<file path="src/rtl/inst_fetch_unit_if.sv">
// Instruction memory read port shared between the fetch unit and memory.
//   mem_req   : read request, held high while the fetch waits
//   mem_addr  : word-aligned byte address, stable while mem_req is high
//   mem_ready : read-data-valid from memory
//   mem_rdata : read data returned by memory
// master = fetch unit side, slave = memory side.
interface inst_fetch_unit_if;
  logic        mem_req;
  logic [31:0] mem_addr;
  logic        mem_ready;
  logic [31:0] mem_rdata;

  modport master (
    output mem_req,
    output mem_addr,
    input  mem_ready,
    input  mem_rdata
  );

  modport slave (
    input  mem_req,
    input  mem_addr,
    output mem_ready,
    output mem_rdata
  );
endinterface

</file>
<file path="src/rtl/inst_fetch_unit.sv">
// Instruction fetch unit: holds the PC, issues one instruction-memory read
// per fetch request, loads IR and pulses W_IR_valid when the read completes.
// Ports:
//   clk, rst     : clock and synchronous active-high reset
//   write_ir     : fetch request (level; one fetch per IDLE visit)
//   write_pc     : PC update strobe, source selected by pc_s
//   pc_s         : 00 = PC+4 (only when the fetch completes), 01 = B, 10 = F
//   B, F         : branch targets (low two bits forced to zero)
//   mem          : instruction memory read port (master side)
//   IR           : instruction register
//   W_IR_valid   : one-cycle pulse when IR holds a new instruction
//   PC           : current program counter
//   fetch_err    : sticky memory-timeout flag, cleared only by rst
module inst_fetch_unit (
  input  logic                      clk,
  input  logic                      rst,
  input  logic                      write_ir,
  input  logic                      write_pc,
  input  logic [1:0]                pc_s,
  input  logic [31:0]               B,
  input  logic [31:0]               F,
  inst_fetch_unit_if.master         mem,
  output logic [31:0]               IR,
  output logic                      W_IR_valid,
  output logic [31:0]               PC,
  output logic                      fetch_err
);

  typedef enum logic [1:0] {
    IDLE = 2'd0,
    WAIT = 2'd1,
    DONE = 2'd2
  } state_t;

  state_t      state_q, state_d;
  logic [31:0] pc_q, pc_d;
  logic [31:0] ir_q, ir_d;
  logic [31:0] addr_q, addr_d;
  logic        req_q, req_d;
  logic        err_q, err_d;
  logic        flush_q, flush_d;
  logic [7:0]  wcnt_q, wcnt_d;

  logic        redirect;
  logic [31:0] redir_src;

  assign redirect  = write_pc && ((pc_s == 2'b01) || (pc_s == 2'b10));
  assign redir_src = (pc_s == 2'b01) ? B : F;

  always_comb begin
    state_d = state_q;
    pc_d    = pc_q;
    ir_d    = ir_q;
    addr_d  = addr_q;
    req_d   = req_q;
    err_d   = err_q;
    flush_d = flush_q;
    wcnt_d  = wcnt_q;

    case (state_q)
      IDLE: begin
        if (write_ir && !err_q) begin
          state_d = WAIT;
          addr_d  = pc_q;
          req_d   = 1'b1;
          wcnt_d  = '0;
          flush_d = 1'b0;
        end
      end
      WAIT: begin
        if (redirect) flush_d = 1'b1;
        if (mem.mem_ready) begin
          req_d   = 1'b0;
          flush_d = 1'b0;
          // A redirect in this very cycle also counts as a pending flush,
          // so the response never lands in IR after the PC has moved.
          if (flush_q || redirect) begin
            state_d = IDLE;
          end else begin
            state_d = DONE;
            ir_d    = mem.mem_rdata;
          end
        end else if (wcnt_q == 8'd254) begin
          // This edge brings the counter to 255: give up on the read.
          wcnt_d  = 8'd255;
          err_d   = 1'b1;
          req_d   = 1'b0;
          flush_d = 1'b0;
          state_d = IDLE;
        end else begin
          wcnt_d = wcnt_q + 8'd1;
        end
      end
      DONE: begin
        state_d = IDLE;
      end
      default: begin
        state_d = IDLE;
      end
    endcase

    if (redirect) begin
      pc_d = {redir_src[31:2], 2'b00};
    end else if (write_pc && (pc_s == 2'b00) && (state_q == WAIT) && (state_d == DONE)) begin
      pc_d = pc_q + 32'd4;
    end
  end

  always_ff @(posedge clk) begin
    if (rst) begin
      state_q <= IDLE;
      pc_q    <= '0;
      ir_q    <= '0;
      addr_q  <= '0;
      req_q   <= 1'b0;
      err_q   <= 1'b0;
      flush_q <= 1'b0;
      wcnt_q  <= '0;
    end else begin
      state_q <= state_d;
      pc_q    <= pc_d;
      ir_q    <= ir_d;
      addr_q  <= addr_d;
      req_q   <= req_d;
      err_q   <= err_d;
      flush_q <= flush_d;
      wcnt_q  <= wcnt_d;
    end
  end

  assign mem.mem_req  = req_q;
  assign mem.mem_addr = addr_q;
  assign IR           = ir_q;
  assign W_IR_valid   = (state_q == DONE);
  assign PC           = pc_q;
  assign fetch_err    = err_q;

endmodule
</file>
<file path="src/flat_wrapper.sv">
// flat-port wrapper written by rule: the top's interface ports become plain ports
module inst_fetch_unit_flat 
  (clk, rst, write_ir, write_pc, pc_s, B, F, IR, W_IR_valid, PC, fetch_err, mem_mem_req, mem_mem_addr, mem_mem_ready, mem_mem_rdata);
  inst_fetch_unit_if mem_i ();
  input  logic clk;
  input  logic rst;
  input  logic write_ir;
  input  logic write_pc;
  input  logic [1:0] pc_s;
  input  logic [31:0] B;
  input  logic [31:0] F;
  output logic [31:0] IR;
  output logic W_IR_valid;
  output logic [31:0] PC;
  output logic fetch_err;
  output wire logic [$bits(mem_i.mem_req)-1:0] mem_mem_req;
  output wire logic [$bits(mem_i.mem_addr)-1:0] mem_mem_addr;
  input wire logic [$bits(mem_i.mem_ready)-1:0] mem_mem_ready;
  input wire logic [$bits(mem_i.mem_rdata)-1:0] mem_mem_rdata;
  assign mem_mem_req = mem_i.mem_req;
  assign mem_mem_addr = mem_i.mem_addr;
  assign mem_i.mem_ready = mem_mem_ready;
  assign mem_i.mem_rdata = mem_mem_rdata;
  inst_fetch_unit u_core (.clk(clk), .rst(rst), .write_ir(write_ir), .write_pc(write_pc), .pc_s(pc_s), .B(B), .F(F), .mem(mem_i), .IR(IR), .W_IR_valid(W_IR_valid), .PC(PC), .fetch_err(fetch_err));
endmodule
</file>
<file path="config.mk">
export PLATFORM = sky130hd
export DESIGN_NAME = inst_fetch_unit_flat
export DESIGN_NICKNAME = d
export VERILOG_FILES = /design/src/rtl/inst_fetch_unit_if.sv /design/src/rtl/inst_fetch_unit.sv /design/src/flat_wrapper.sv
export SDC_FILE = /design/constraint.sdc
export NUM_CORES = 1
export LEC_CHECK = 0
export BUFFER_PORTS_ARGS = -buffer_cell sky130_fd_sc_hd__buf_2
export CELL_PAD_IN_SITES_DETAIL_PLACEMENT = 0
export CELL_PAD_IN_SITES_GLOBAL_PLACEMENT = 2
export CORE_ASPECT_RATIO = 1.25
export CORE_MARGIN = 1
export CORE_UTILIZATION = 28
export CTS_CLUSTER_DIAMETER = 30
export DETAILED_ROUTE_END_ITERATION = 7
export PLACE_DENSITY = 0.88
export SLEW_MARGIN = 20
export SYNTH_ARGS = -nofsm -noshare
export SYNTH_HDL_FRONTEND = slang
export SYNTH_SLANG_ARGS = --single-unit
export TNS_END_PERCENT = 20
</file>
<file path="constraint.sdc">
create_clock -name clk -period 3.2 [get_ports clk]
set_input_delay 0.48 -clock clk [delete_from_list [all_inputs] [get_ports clk]]
set_output_delay 0.48 -clock clk [all_outputs]
set_load 0.005 [all_outputs]
</file>
; Word level (Yosys, flattened, before mapping)
; Cells that the tools add are included.
[op_classes]
addsub = 2
bitwise_logic = 2
eq_ne = 10
reduce_logical = 19
muxes = 21
[ops]
columns = cell, count
row1 = two-way mux 32 bit, 3
row2 = "adder 32 x 3 -> 32 bit, second input constant", 1
row3 = two-way mux 8 bit, 3
row4 = case mux 8 bit (2 select lines), 1
row5 = AND reduction 3 bit, 5
row6 = "adder 8 x 1 -> 8 bit, second input constant", 1
row7 = "equality test 8 bit, second input constant", 1
row8 = two-way mux 2 bit, 4
row9 = two-way mux 1 bit, 7
row10 = "equality test 2 bit, second input constant", 3
row11 = logical AND 1 bit, 5
row12 = "equality test 2 x 1 -> 1 bit, second input constant", 2
row13 = logical NOT 2 bit, 2
row14 = "inequality test 4 x 2 -> 1 bit, second input constant", 1
row15 = case mux 1 bit (2 select lines), 2
row16 = case mux 2 bit (2 select lines), 1
row17 = nonzero test 2 bit, 2
row18 = "inequality test 3 x 2 -> 1 bit, second input constant", 1
row19 = logical OR 1 bit, 2
row20 = "inequality test 2 x 1 -> 1 bit, second input constant", 1
row21 = "inequality test 2 bit, second input constant", 1
row22 = inverter 1 bit, 2
row23 = AND reduction 2 bit, 1
row24 = OR reduction 2 bit, 1
row25 = logical NOT 1 bit, 1
[totals]
out_inout_bits = 99
inputBits = 103
regBits = 109
wordCells = 63

; Depth between registers and ports, before layout
[logic_depth]
ltp_word = 11
ltp_mapped = 8
depth_no_buf = 7

; Least setup slack after synthesis
; No wires, ideal clock.
[synth_timing]
path_type = in2reg
from = input pc_s[1]
to = register u_core.pc_q[30], in the netlist u_core.PC[30]
required_ps = 3114
path_stages = 7
arrival_time_ps = 1828
setup_time_ps = 86
n_path_buf = 0
slack_ps = 1286
path_cell_list = inv_1 -> ha_1 -> nand2_1 -> nor4_4 -> nand4_1 -> xor2_1 -> a221oi_2
[synth_via]
elab_chain_cells = 10
word_cells_on_any_way = 16
classes_between = eq/ne: 3 / mux: 5 / reduce/logical: 8
[synth_rtl]
columns = item, line
row1 = start: declaration, flat_wrapper.sv:9  ; input logic [1:0] pc_s;
row2 = equality test 2 x 1 -> 1 bit or equality test 2 bit (tied branches), "inst_fetch_unit.sv:47, inst_fetch_unit.sv:48"
row3 = logical OR 1 bit, inst_fetch_unit.sv:47  ; assign redirect = write_pc && ((pc_s == 2'b01) || (pc_s == 2'b10));
row4 = logical AND 1 bit, inst_fetch_unit.sv:47
row5 = logical OR 1 bit, inst_fetch_unit.sv:77  ; if (flush_q || redirect) begin
row6 = two-way mux 2 bit, inst_fetch_unit.sv:77
row7 = two-way mux 2 bit, inst_fetch_unit.sv:72  ; if (mem.mem_ready) begin
row8 = case mux 2 bit (2 select lines), inst_fetch_unit.sv:60  ; case (state_q)
row9 = equality test 2 bit, inst_fetch_unit.sv:104  ; end else if (write_pc && (pc_s == 2'b00) && (state_q == WAIT) && (state_d == DONE)) begin
row10 = logical AND 1 bit, inst_fetch_unit.sv:104
row11 = nonzero test 2 bit (no source line), -
row12 = end signal: assignment, inst_fetch_unit.sv:121  ; pc_q <= pc_d;
row13 = end: declaration, inst_fetch_unit.sv:36  ; logic [31:0] pc_q, pc_d;
; Parallel ways exist; a longest one is shown, timed or not.
; A chain may end at the register's enable or synchronous reset.

; Worst setup path after layout
[layout_timing]
from = register u_core.pc_q[5], in the netlist u_core.PC[5]
to = register u_core.pc_q[27], in the netlist u_core.PC[27]
[layout_via]
elab_chain_cells = 3
[layout_rtl]
columns = item, line
row1 = adder 32 x 3 -> 32 bit, inst_fetch_unit.sv:105  ; pc_d = pc_q + 32'd4;
row2 = two-way mux 32 bit, inst_fetch_unit.sv:104
row3 = two-way mux 32 bit, inst_fetch_unit.sv:102  ; if (redirect) begin
; Every way passes these cells. The select of a mux whose other input is x is not followed.

==> results.md <==
* Vias in the first global route at roughly 4600
* Total CTS buffers at 9
* Least-Margin Pin Slew at just under 0.9 ns
* Synth area leaders: dfxtp_1 (44%), nand2_1 (12%), a21oi_1 (9.5%)
* Post-synth top cells: nand2_1 (156), dfxtp_1 (105), a21oi_1 (91)
* Reg-to-reg endpoint: u_core.PC[27]
* Slowest-stage cell, CP: and4_1
* Critical Path RT at around 3.5 ns
* Initial antenna violation count at 0
* Port Buf Inserts at about 190
* Critical-path maximum fanout at 9
* Final period util at approximately two thirds
* Synth Register Bits at ~110
* Leak at approximately 2.6 nW
* WL final at approximately 15000 microns
* Vias/cell at ~4.8
* CTS tree: built
* Initial Utilization at around 28%
* Die height at between 100 and 150 microns
* CP endpoint kind: flip-flop
* Cell taking the most area after synthesis: dfxtp_1
* RSZ-0062 raised after global routing: no
* Syn-to-layout area delta at 30.88%
* Critical Path Source Type: flip-flop
* FMAX at 461.4 MHz
* Main combinational cell family by area after synthesis: simple AND/OR/NAND/NOR gates
* Fraction of layout cells with a size suffix above 1 at 30.91%
* Clock Skew at around 0.012 ns
* Post-synthesis xor/xnor area fraction at under 10%
* Gr ovfl total at 0
* Final min period at 2.168 ns
* Post-CTS Setup Repair Bufs at 0
* Post-CTS Resized at 0
* Max_cap viols at 0
* Fin nets at 873
* Finish-stage setup viols at 0
* Via count at 4719
* GPL Wtd Cong at 0.7973
* Die width at between 100 and 150 microns
* Num Clock Sinks at 105
* Post-synth EDFFs at 0
* Synth Cell Area at 4777 sq um
* Worst hold-check path type: in -> reg
* PwrDens at between 400 and 500 nW/um^2
* Peak supply drop at around 0.00019 V
* Hold-fix buffers, CTS at 0
* Post-synth cell types at 54
* CP Cell Sequence: and4_4 -> and4_1 -> nand4_4 -> or3_1 -> a311oi_1
* Critical Path AT at approximately 2.4 ns
* DIE AREA at roughly 18000 sq um
* Later-pin clock latency in the skew report at 0.36 ns
* Hold Fails Final Rpt at 0
* Worst stage delay on the critical path at 0.49 ns
* Post-Synth Adder-Cell Area at under 10%
* Count leader, synth: nand2_1
* Hold Path End: u_core.IR[3]
* Max-slew violations at 0
* Clock buffer depth at 2
* # diodes at 0
* Yosys warning count at 0
* Pre-antenna DRT Iters at 4
* Post-synthesis mux area share at 1.048%
* Drt drc at 0
* Total power at 0.003013 W
* Status: complete, no violations
* Worst hold stages at 3
* H-tree levels at 3
* Reg-to-reg setup timing slack at approximately 1.0 ns
* First-pass GRT wire length at about 24000 microns
* Top cell family by delay on the critical path: simple AND/OR/NAND/NOR gates
* Worst reg2reg path startpoint: u_core.PC[5]
* Reg2Reg Depth at 5
* Core area at around 17000 sq um
* Reg clk slew, reported paths at roughly 0.080 ns
* Buf/Inv on CP at 0
* Crit Path Class: reg -> reg
* FFs w/ async S/R, synth at 0%
* Fin Setup TNS at 0 ns
* Post-Syn Instances at just under 600
* Final ANT Viol Nets at 0
* Post-DP HPWL at around 11000 microns
* Compound-Gate Fraction of Synth Area at around a fifth
* Seq/Total Area, Yosys at approximately 44%
* Initial drt markers at between 200 and 300
* Worst rel slew slack at 40.34%
* Io pins at 202
* Post-synthesis simple-gate area fraction at between 20 and 30%
* Gr usage total at about 17%
* FP Rows at 53
* Prevailing post-synth register cell: dfxtp_1
* Clk Tree Root Cell: clkbuf_16
* Hold Path Origin: mem_mem_rdata[3]
* Area share of the leading cell type in the synthesized netlist at around 44%
* Drt wl/cell at between 15 and 20 microns
* Syn avg cell area at ~8 sq um
* Largest net degree at the start of global routing at 63
worst min-delay path, delay by kind of cell:
kind | cells | cell delay (ns)
AOI/OAI and AO/OA | 1 | 0.05
buffers and inverters | 1 | 0.09
and+or+nand+nor | 1 | 0.04
metal layers:
| layer | track usage, % | vias to the layer above | part of all wire, % |
|---|---|---|---|
| met5 | 0 | - | 0 |
| met4 | 6.266 | 0 | 1.6 |
| met3 | 4.707 | 14 | 7.6 |
| met2 | 29.50 | 161 | 47 |
| met1 | 20.88 | 2148 | 44 |
| li1 | - | 2396 | - |
final cells by class:
| cell class | instances | area, sq um |
|---|---|---|
| tap | 220 | 275.3 |
| fill | 1774 | 10530 |
| sequential | 105 | 2102 |
| inverter | 6 | 22.52 |
| clock inverter | 6 | 70.07 |
| timing repair buffer | 203 | 1044 |
| multi-input combinational | 440 | 2500 |
| clock buffer | 10 | 239.0 |
logic make-up (layout without fill, tap and decap cells):
family                     Yosys count  count (layout)
xor gates and xnor gates            25              25
buffers and inverters               48             225
and+or+nand+nor                    252             252
AOI/OAI and AO/OA                  149             149
muxes                                5               5
DFF                                105             105
adders and majority gates            5               5
other                                1               4
state kept, by name, summed over array words and instances, names as in the netlist:
signal and count:
u_core.IR 32, u_core.PC 30, u_core.fetch_err 1, u_core.flush_q 1
u_core.mem.mem_addr 30, u_core.mem.mem_req 1, u_core.state_q 2, u_core.wcnt_q 8
worst max path at each step:
| stage | cells past startpoint | startpoint | to | slack, ns |
|---|---|---|---|---|
| 5_1_grt | 6 | u_core.PC[2] | u_core.PC[14] | 0.86 |
| 4_1_cts | 6 | u_core.PC[2] | u_core.PC[30] | 1.03 |
| 3_5_place_dp | 8 | pc_s[1] | u_core.PC[30] | 0.85 |
| 6_report | 5 | u_core.PC[5] | u_core.PC[27] | 1.03 |
| 2_1_floorplan | 7 | pc_s[1] | u_core.PC[30] | 1.29 |
| 3_3_place_gp | 8 | pc_s[1] | u_core.PC[30] | 0.87 |
through the flow:
stage | util [%] | hold WS (ns) | instance area, sq um | setup WS (ns) | cells
2_1_floorplan | - | 0.4527 | 4788 | 1.286 | 593
3_3_place_gp | 35.42 | 0.4388 | 5943 | 0.8667 | 974
3_5_place_dp | 35.42 | 0.4430 | 5943 | 0.8473 | 974
4_1_cts | 37.27 | 0.3383 | 6252 | 1.026 | 990
5_1_grt | 37.27 | 0.3518 | 6252 | 0.8581 | 990
6_report | 37.27 | 0.3508 | 6252 | 1.033 | 990
layout by cell type (no fill, tap or decap), types with 3 or more instances in the layout:
cell type / count
a211oi_1: 17
a21oi_1: 91
a221oi_1: 12
a221oi_2: 3
a311oi_1: 5
and2_1: 3
and3_1: 7
and4_1: 3
buf_2: 192
buf_4: 11
clkbuf_16: 9
conb_1: 4
dfxtp_1: 105
ha_1: 5
inv_1: 5
inv_6: 4
mux2i_1: 5
nand2_1: 155
nand2b_1: 3
nand3_1: 13
nand4_1: 12
nor2_1: 14
nor2b_1: 11
nor3_1: 6
nor4_1: 3
o21ai_0: 11
or3_1: 3
xnor2_1: 8
xor2_1: 17
where the power goes:
group	switching (W)	total, W	internal (W)
registers	0.0000746	0.00145	0.00137
logic	0.000217	0.000389	0.000172
clock network	0.000540	0.00118	0.000639
(Power assumes the default switching activity.)
